## config.mk

```make
export PLATFORM = sky130hd
export DESIGN_NAME = stopwatch_core
export DESIGN_NICKNAME = d
export VERILOG_FILES = /design/src/rtl/stopwatch_core.sv
export SDC_FILE = /design/constraint.sdc
export NUM_CORES = 1
export LEC_CHECK = 0
export CAP_MARGIN = 15
export CELL_PAD_IN_SITES_DETAIL_PLACEMENT = 1
export CELL_PAD_IN_SITES_GLOBAL_PLACEMENT = 1
export CORE_UTILIZATION = 41
export CTS_CLUSTER_DIAMETER = 120
export DETAILED_ROUTE_END_ITERATION = 8
export GPL_TIMING_DRIVEN = 0
export HOLD_SLACK_MARGIN = 0.15
export PLACE_DENSITY_LB_ADDON = 0.1
export SYNTH_ARGS = -nofsm -noshare
export SYNTH_HDL_FRONTEND = slang
export SYNTH_SLANG_ARGS = --single-unit
```

## constraint.sdc

```tcl
create_clock -name CLK -period 2.1 [get_ports CLK]
set_clock_uncertainty 0.2 [all_clocks]
set_input_delay 0.315 -clock CLK [delete_from_list [all_inputs] [get_ports CLK]]
set_output_delay 0.315 -clock CLK [all_outputs]
set_load 0.05 [all_outputs]
```

## src/rtl/stopwatch_core.sv

```systemverilog
// MM:SS stopwatch counter driven by an asynchronous slow TICK, with start/stop/clear
// buttons and a lap-freeze display snapshot. All asynchronous inputs are synchronised onto CLK.
module stopwatch_core #(
    parameter int unsigned TICKS_PER_SEC = 2,
    parameter int unsigned SYNC_STAGES   = 2
) (
    input  logic       CLK,
    input  logic       RST,
    input  logic       TICK,
    input  logic       BTN_START,
    input  logic       BTN_STOP,
    input  logic       BTN_CLR,
    input  logic       BTN_LAP,
    output logic [3:0] SEC_ONES,
    output logic [3:0] SEC_TENS,
    output logic [3:0] MIN_ONES,
    output logic [3:0] MIN_TENS,
    output logic       RUNNING,
    output logic       LAP_ACTIVE,
    output logic       OVF
);

    typedef enum logic [1:0] {IDLE, RUN, PAUSE} state_t;

    localparam int unsigned ARM = SYNC_STAGES + 1;

    logic [1:0]                   rst_pipe;
    logic                         rst_n;
    logic [4:0]                   raw;
    logic [4:0][SYNC_STAGES-1:0]  sync_q;
    logic [4:0]                   synced;
    logic [4:0]                   edge_q;
    logic [4:0]                   pulse;
    logic [2:0]                   arm_cnt;
    logic                         armed;
    logic                         tick_p, start_p, stop_p, clr_p, lap_p;

    state_t     state_q, state_d;
    logic [7:0] presc_q;
    logic [3:0] so_q, st_q, mo_q, mt_q;
    logic [3:0] so_d, st_d, mo_d, mt_d;
    logic [3:0] snap_so, snap_st, snap_mo, snap_mt;
    logic       lap_q, ovf_q;
    logic       so_w, st_w, mo_w, mt_w;
    logic       clr_go, count_tick, sec_inc, lap_tog;

    // Asynchronous assert, synchronous release.
    always_ff @(posedge CLK or negedge RST) begin
        if (!RST) rst_pipe <= '0;
        else      rst_pipe <= {rst_pipe[0], 1'b1};
    end
    assign rst_n = rst_pipe[1];

    assign raw = {BTN_LAP, BTN_CLR, BTN_STOP, BTN_START, TICK};

    always_comb begin
        synced = '0;
        for (int unsigned i = 0; i < 5; i++) synced[i] = sync_q[i][SYNC_STAGES-1];
    end

    // Pulses stay masked until the chain has filled, so inputs held high across reset release are not seen as edges.
    always_ff @(posedge CLK or negedge rst_n) begin
        if (!rst_n) begin
            sync_q  <= '0;
            edge_q  <= '0;
            arm_cnt <= '0;
        end else begin
            for (int unsigned i = 0; i < 5; i++)
                sync_q[i] <= {sync_q[i][SYNC_STAGES-2:0], raw[i]};
            edge_q <= synced;
            if (!armed) arm_cnt <= arm_cnt + 3'd1;
        end
    end

    assign armed = (arm_cnt == 3'(ARM));
    assign pulse = synced & ~edge_q & {5{armed}};
    assign {lap_p, clr_p, stop_p, start_p, tick_p} = pulse;

    always_ff @(posedge CLK or negedge rst_n) begin
        if (!rst_n) state_q <= IDLE;
        else        state_q <= state_d;
    end

    always_comb begin
        state_d = state_q;
        unique case (state_q)
            IDLE:    if (start_p) state_d = RUN;
            RUN:     if (clr_p) state_d = IDLE; else if (stop_p) state_d = PAUSE;
            PAUSE:   if (clr_p) state_d = IDLE; else if (start_p) state_d = RUN;
            default: state_d = IDLE;
        endcase
    end

    assign clr_go     = clr_p && (state_q != IDLE);
    assign count_tick = (state_q == RUN) && tick_p && !clr_p && !stop_p;
    assign sec_inc    = count_tick && (presc_q == 8'(TICKS_PER_SEC - 1));
    assign lap_tog    = lap_p && (state_q != IDLE);

    // Whole carry chain resolved combinationally so every digit updates on the same edge.
    always_comb begin
        so_w = (so_q == 4'd9);
        st_w = so_w && (st_q == 4'd5);
        mo_w = st_w && (mo_q == 4'd9);
        mt_w = mo_w && (mt_q == 4'd5);
        so_d = so_w ? '0 : so_q + 4'd1;
        st_d = so_w ? (st_w ? '0 : st_q + 4'd1) : st_q;
        mo_d = st_w ? (mo_w ? '0 : mo_q + 4'd1) : mo_q;
        mt_d = mo_w ? (mt_w ? '0 : mt_q + 4'd1) : mt_q;
    end

    always_ff @(posedge CLK or negedge rst_n) begin
        if (!rst_n) begin
            presc_q <= '0;
            {so_q, st_q, mo_q, mt_q} <= '0;
            {snap_so, snap_st, snap_mo, snap_mt} <= '0;
            lap_q <= 1'b0;
            ovf_q <= 1'b0;
        end else if (clr_go) begin
            presc_q <= '0;
            {so_q, st_q, mo_q, mt_q} <= '0;
            {snap_so, snap_st, snap_mo, snap_mt} <= '0;
            lap_q <= 1'b0;
            ovf_q <= 1'b0;
        end else begin
            if (count_tick) presc_q <= sec_inc ? '0 : presc_q + 8'd1;
            if (sec_inc) begin
                {so_q, st_q, mo_q, mt_q} <= {so_d, st_d, mo_d, mt_d};
                if (mt_w) ovf_q <= 1'b1;
            end
            if (lap_tog) begin
                lap_q <= !lap_q;
                if (!lap_q) {snap_so, snap_st, snap_mo, snap_mt} <= {so_q, st_q, mo_q, mt_q};
            end
        end
    end

    assign SEC_ONES   = lap_q ? snap_so : so_q;
    assign SEC_TENS   = lap_q ? snap_st : st_q;
    assign MIN_ONES   = lap_q ? snap_mo : mo_q;
    assign MIN_TENS   = lap_q ? snap_mt : mt_q;
    assign RUNNING    = (state_q == RUN);
    assign LAP_ACTIVE = lap_q;
    assign OVF        = ovf_q;

endmodule

```

==> metrics.csv, run 1 <==
metric,value,unit
globalRouteOverflowTotal,0,
cp.arrival,2190,ps
tightest_slew,825,ps
core,0.00733,sq mm
clkLatencyLatePin,340,ps
dp_hpwl,5310,microns
drtIter0Drc,71,
stdcell_count,437,
nets,352,
syn_avg_cell_area,10.9,sq um
synthMuxAreaShare,6.24,%
cts.sinks,64,
post-route-period-util,101,%
fillers,770,
peakVddDrop,0.491,mV
place_inst,412,
grt_pass1_wl,13500,microns
synth_compound_gate_area_share,15.6,%
io_buffer_count,25,
finalSetupViolCount,3,
die_h,89.6,microns
ys.flop_type,dfrtp_1,
status,finished with violations,
row_count,31,
vias,2545,
synth_nets,307,
dr.pass1.iters,4,
critPathKind,reg2reg,
synth-simple-area-share,18.0,%
grt_max_degree,63,
fin_ws,-17.4,ps
die_w,89.6,microns
end_kind,register,
wl,8470,microns
timing.hold.ws,154,ps
crit_path_start_kind,register,
area_delta_synth_final,28.0,%
ant_nets,0,
cap_viol_max_count,0,
hp-class,reg2reg,
slew_headroom,45.0,%
gp_congestion,0.771,
synth.distinct_cells,47,
clk_pin_slew,80,ps
clockBufferDepth,2,
period_minus_slack,2120,ps
via_per_inst,5.82,
async_flop_share,100,%
start_util,42.9,%
ys_seq_area_share,50.9,%
syn-cell-area,0.00315,sq mm
wl_per_cell,19.4,microns
final_layout_size_suffix_gt1_share,33.1,%
worst-path-max-fanout,6,
leakage,1.75,nW
power_density,834,mW/mm^2
synth_edf_count,0,
die_area,0.00803,sq mm
synth_top_family_by_area,simple AND/OR/NAND/NOR gates,
ys.warnings.count,0,
synth_fa_ha_area_share,4.77,%
synthesis.instances,288,
hold_viol,0,
cts_buffers,9,
fin_util,55.0,%
cts-root-buf,clkbuf_8,
drc,0,
fmax,472,MHz
htree_levels,3,
antenna_cells,0,
required,2170,ps
synthXorXnorAreaFrac,0.278,%
regArea,0.00161,sq mm
drv_slew,0,
rrSetupSlack,-20,ps
grt_pass1_vias,2638,
setup_tns,-40.5,ps
power.total,3.36,mW
rsz0062_at_grt,yes,
violations,negative setup slack,
io_pins,26,
multi_input_area,0.00160,sq mm
cts_tree,built,
yosys_register_bits,64,
grt_util_all_layers,22.9,%
antenna_found_initial,0,
==> cell type report <==
type | count | area share (%)
Timing Repair Buffer | 38 | 6.99
Inverter | 8 | 0.745
Clock inverter | 6 | 2.86
Sequential cell | 64 | 39.9
Clock buffer | 10 | 3.42
Multi-Input combinational cell | 197 | 39.7
Buffer | 15 | 3.35
Tap cell | 99 | 3.07
==> cells in the final DEF (no fill, tap or decap), types with 4 or more instances in the layout <==
| cell type | n |
|---|---|
| nand3b_1 | 4 |
| inv_1 | 7 |
| o21ai_0 | 10 |
| or3_1 | 6 |
| clkdlybuf4s50_1 | 7 |
| or4_4 | 6 |
| nand3_1 | 6 |
| nand4_1 | 10 |
| o21ai_1 | 5 |
| a32o_1 | 16 |
| buf_6 | 4 |
| nand2_1 | 17 |
| a21oi_1 | 15 |
| a21oi_2 | 4 |
| o31ai_1 | 5 |
| and3b_1 | 4 |
| nor2_1 | 10 |
| dfrtp_1 | 61 |
| clkbuf_2 | 4 |
| clkbuf_8 | 13 |
| buf_4 | 14 |
| mux2i_1 | 5 |
| ha_1 | 10 |
| mux2_2 | 13 |
| buf_2 | 14 |
==> cell families after synthesis <==
| kind of cell | Yosys count |
|---|---|
| simple gates | 94 |
| buf+inv | 27 |
| fa+ha+maj | 12 |
| xor+xnor | 1 |
| flops | 64 |
| mux | 18 |
| compound gates | 71 |
| other cells | 1 |
==> state kept, by name, summed over array words and instances (netlist names) <==
| name | cells |
|---|---|
| snap_st | 4 |
| edge_q | 5 |
| arm_cnt | 3 |
| OVF | 1 |
| LAP_ACTIVE | 1 |
| presc_q | 8 |
| rst_pipe | 2 |
| mt_q | 4 |
| so_q | 4 |
| snap_mo | 4 |
| state_q | 2 |
| snap_mt | 4 |
| sync_q | 10 |
| snap_so | 4 |
| st_q | 4 |
| mo_q | 4 |
==> metrics by stage <==
step                setup slack, ps  cell area [sq um]
floorplan                     -55.3               3170
CTS                           -31.9               3900
global route                  -99.2               4030
global placement               -585               3540
detailed placement             -618               3540
finish                        -17.4               4030
==> where the power goes <==
| part | internal (mW) | leakage, nW | total, mW | switching, mW |
|---|---|---|---|---|
| clock network | 0.827 | 0.123 | 1.35 | 0.518 |
| registers | 1.29 | 0.836 | 1.38 | 0.0842 |
| logic | 0.235 | 0.791 | 0.639 | 0.404 |
| total | 2.35 | 1.75 | 3.36 | 1.01 |
==> path summary, 6_finish.rpt <==
check | start | end | cells past startpoint
worst max register to register | arm_cnt[0]$_DFFE_PN0P_ | st_q[0]$_DFFE_PN0P_ | 7
worst min-delay path | sync_q[0]$_DFF_PN0_ | sync_q[1]$_DFF_PN0_ | 0
worst max-delay path | arm_cnt[0]$_DFFE_PN0P_ | st_q[0]$_DFFE_PN0P_ | 7
min in group asynchronous | rst_pipe[1]$_DFF_PN0_ | snap_mt[3]$_DFFE_PN0P_ | 0
worst min register to register | sync_q[0]$_DFF_PN0_ | sync_q[1]$_DFF_PN0_ | 0
max in group asynchronous | rst_pipe[1]$_DFF_PN0_ | so_q[0]$_DFFE_PN0P_ | 0
==> critical path, cell delays in order, from the launching register on <==
cell and delay, ps:
dfrtp_1 360, ha_2 200, ha_4 130, buf_6 100, and3b_4 260, nand3_4 130
or4_4 550, a21oi_2 120
==> cell usage after synthesis, drive strengths merged (3+ instances only) <==
cell    count  area (sq um)
dfrtp      64          1600
a21oi      19          98.9
nand2      19          73.8
o21ai      17          85.1
a32o       16           160
mux2       13           146
ha         12           150
nor2       11          41.3
buf        10          66.3
nand4      10          62.6
clkbuf      9          33.8
nand3       9          50.1
inv         8          30.0
o31ai       8          60.1
or4         8          63.8
and3b       7          65.1
or3         6          37.5
mux2i       5          50.1
nor4        5          46.3
and3        4          25.0
nand3b      4          30.0
and2        3          18.8
==> layer usage <==
metal / track usage [%] / part of all wire [%] / vias up
met4: 8.80 / 1.8 / 0
met3: 3.84 / 2.1 / 15
met1: 30.3 / 47 / 1327
met5: 0 / 0 / -
li1: - / - / 1173
met2: 37.7 / 50 / 30
==> timing repair <==
action                                  4_1_cts  5_1_grt
hold endpoints to repair                      2        0
endpoints found under the setup margin       61       37
hold buffers                                  1        0
gates resized for setup                     116       29
pin swaps                                     7       13
buffers inserted                              7        5
No activity file was read; power rests on OpenSTA's default activity.
==> inputs of run 2 (changes only) <==
--- a/config.mk
+++ b/config.mk
@@ -5,6 +5,7 @@
 export SDC_FILE = /design/constraint.sdc
 export NUM_CORES = 1
 export LEC_CHECK = 0
+export ABC_CLOCK_PERIOD_IN_PS = 2100
 export CAP_MARGIN = 15
 export CELL_PAD_IN_SITES_DETAIL_PLACEMENT = 1
 export CELL_PAD_IN_SITES_GLOBAL_PLACEMENT = 1
@@ -14,6 +15,7 @@
 export GPL_TIMING_DRIVEN = 0
 export HOLD_SLACK_MARGIN = 0.15
 export PLACE_DENSITY_LB_ADDON = 0.1
+export SKIP_CTS_REPAIR_TIMING = 1
 export SYNTH_ARGS = -nofsm -noshare
 export SYNTH_HDL_FRONTEND = slang
 export SYNTH_SLANG_ARGS = --single-unit
==> run 2 against run 1 <==
Against the previous run: the flow still finishes with violations (negative setup slack); non-clock buffer count is 23 higher; sequential share of layout area is 4.2 points lower; via count is 6.1% higher; register-to-register slack worse by 120 ps; first-iteration DRC count is 58% higher; combinational power is 23% higher; largest cell class is now multi-input gates.
==> metrics.csv, run 2 (synthesis gave the netlist of run 1 again) <==
metric,value,unit,change
required,2120,ps,-50 ps
hold_viol,0,,unchanged
end_kind,register,,
antenna_found_initial,0,,unchanged
crit_start,arm_cnt[1]$_DFFE_PN0P_,,
htree_levels,3,,unchanged
r2r-start,arm_cnt[1]$_DFFE_PN0P_,,
regArea,0.00161,sq mm,unchanged
power_density,778,mW/mm^2,-6.7%
drv_slew,0,,unchanged
io_pins,26,,unchanged
rsz0062_at_grt,yes,,
period_minus_slack,2230,ps,+117 ps
cts_buffers,9,,unchanged
regMostFlops,sync_q,,
status,finished with violations,,
drc,0,,unchanged
leakage,2.02,nW,+16%
critPathMaxStageDelay,430,ps,-120 ps
critPathKind,reg2reg,,
slowest_stage,dfrtp_1,,
start_util,42.9,%,unchanged
largest_reg_flops,10,,unchanged
setup_tns,-2010,ps,-1970 ps
path_cells,"ha_4, ha_4, buf_6, buf_12, and3b_2, o21a_1, buf_6, buf_8, a32o_2",,
crit_path_start_kind,register,,
wl_per_cell,20.3,microns,+5.0%
grt_max_degree,63,,unchanged
cp.arrival,2260,ps,+70 ps
grt_pass1_vias,2595,,-1.6%
min-delay-start,sync_q[2]$_DFF_PN0_,,
reg_top3,"sync_q (10), presc_q (8), edge_q (5)",,
wl,9400,microns,+11%
gp_congestion,0.771,,unchanged
p_int,2.44,mW,+3.5%
post-route-period-util,106,%,+5.6 points
vias,2701,,+6.1%
die_w,89.6,microns,unchanged
clk_pin_slew,80,ps,about the same
nets,377,,+7.1%
via_per_inst,5.85,,+0.39%
placed_area,0.00354,sq mm,unchanged
worst-path-max-fanout,7,,+1
fin_util,61.4,%,+6.4 points
p_switching,1.06,mW,+5.6%
hp-class,reg2reg,,
io_buffer_count,25,,unchanged
final_cell_mix,"61 x dfrtp_1, 23 x buf_4, 17 x nand2_1, 14 x a32o_1, 13 x mux2_2",,
slew_headroom,45.2,%,+0.17 points
cts_tree,built,,
sequentialPowerShare,39.3,%,-1.6 points
cap_viol_max_count,0,,unchanged
fin_ws,-134,ps,-117 ps
clockBufferDepth,2,,unchanged
dr.pass1.iters,4,,unchanged
ant_nets,0,,unchanged
fin_area,0.00450,sq mm,+12%
final_layout_size_suffix_gt1_share,41.6,%,+8.5 points
grt_util_all_layers,22.2,%,-0.73 points
dp_hpwl,5310,microns,unchanged
clkLatencyLatePin,340,ps,about the same
tightest_slew,822,ps,-2.53 ps
pwr-share-comb,22.4,%,+3.4 points
multi_input_area,0.00176,sq mm,+10%
cts-root-buf,clkbuf_8,,
die_area,0.00803,sq mm,unchanged
hold_depth,0,,unchanged
violations,negative setup slack,,
die_h,89.6,microns,unchanged
final_common_cell,dfrtp_1,,
clockPowerShare,38.3,%,-1.7 points
core,0.00733,sq mm,unchanged
fillers,722,,-6.2%
area_delta_synth_final,42.9,%,
drtIter0Drc,112,,+58%
grt_pass1_wl,13100,microns,-3.0%
peakVddDrop,0.453,mV,-7.8%
reg2reg_depth,9,,+2
globalRouteOverflowTotal,0,,unchanged
cts.sinks,64,,unchanged
fmax,448,MHz,-5.2%
switching_share,30.4,%,+0.41 points
finalSetupViolCount,30,,+27
antenna_cells,0,,unchanged
row_count,31,,unchanged
## run 2: changes by cell type in the layout (fill, tap and decap cells not counted), moves of 4 or more
cell	delta
buf_4	+9
o31ai_4	+4
clkbuf_2	+8
buf_12	+4
a21oi_2	+7
buf_2	-9
a21oi_1	-7
buf_6	+6
## run 2: through the flow
step                      setup WS [ps]  hold WS [ps]  total power, mW  std cells
after global placement             -585           134             1.93        412
after floorplan                   -55.3          -181             1.76        288
final                              -134           150             3.50        462
after CTS                          -877         -85.8             3.29        428
after global routing               -184           160             3.63        462
after detailed placement           -618           137             1.95        412
## run 2: worst paths after layout
path	slack, ps	to
setup / recovery	-130	snap_st[1]$_DFFE_PN0P_
hold / removal	150	sync_q[3]$_DFF_PN0_
setup reg to reg	-130	snap_st[1]$_DFFE_PN0P_
hold reg to reg	150	sync_q[3]$_DFF_PN0_
max in group asynchronous	880	so_q[0]$_DFFE_PN0P_
min in group asynchronous	240	snap_mt[3]$_DFFE_PN0P_
## run 2: critical path, delay by kind of cell, from the launching register on
| family | cells | cell delay, ps |
|---|---|---|
| adders and majority gates | 2 | 340 |
| DFF | 1 | 430 |
| AOI/OAI and AO/OA | 2 | 400 |
| buffers and inverters | 4 | 520 |
| and+or+nand+nor | 1 | 220 |
## run 2: power groups by stage
stage                     combinational, mW  clock [mW]  sequential [mW]
after floorplan                       0.359           0             1.40
after global placement                0.547           0             1.39
after detailed placement              0.557           0             1.39
after CTS                             0.558        1.37             1.37
after global routing                  0.829        1.41             1.39
final                                 0.784        1.34             1.37
## run 2: final cells by class
type	count	share of cell area, %
Multi-Input combinational cell	199	39.1
Sequential cell	64	35.7
Timing Repair Buffer	59	12.4
Buffer	17	3.67
Clock buffer	10	3.06
Tap cell	99	2.75
Clock inverter	6	2.56
Inverter	8	0.668
## run 2: layer usage
metal  share of wire (%)  vias to the layer above  GRT usage (%)
met3                 2.4                       12           3.75
met4                 1.1                        0           8.95
met1                  45                     1418           29.4
met2                  51                       35           36.2
met5                   0                        -              0
li1                    -                     1236              -
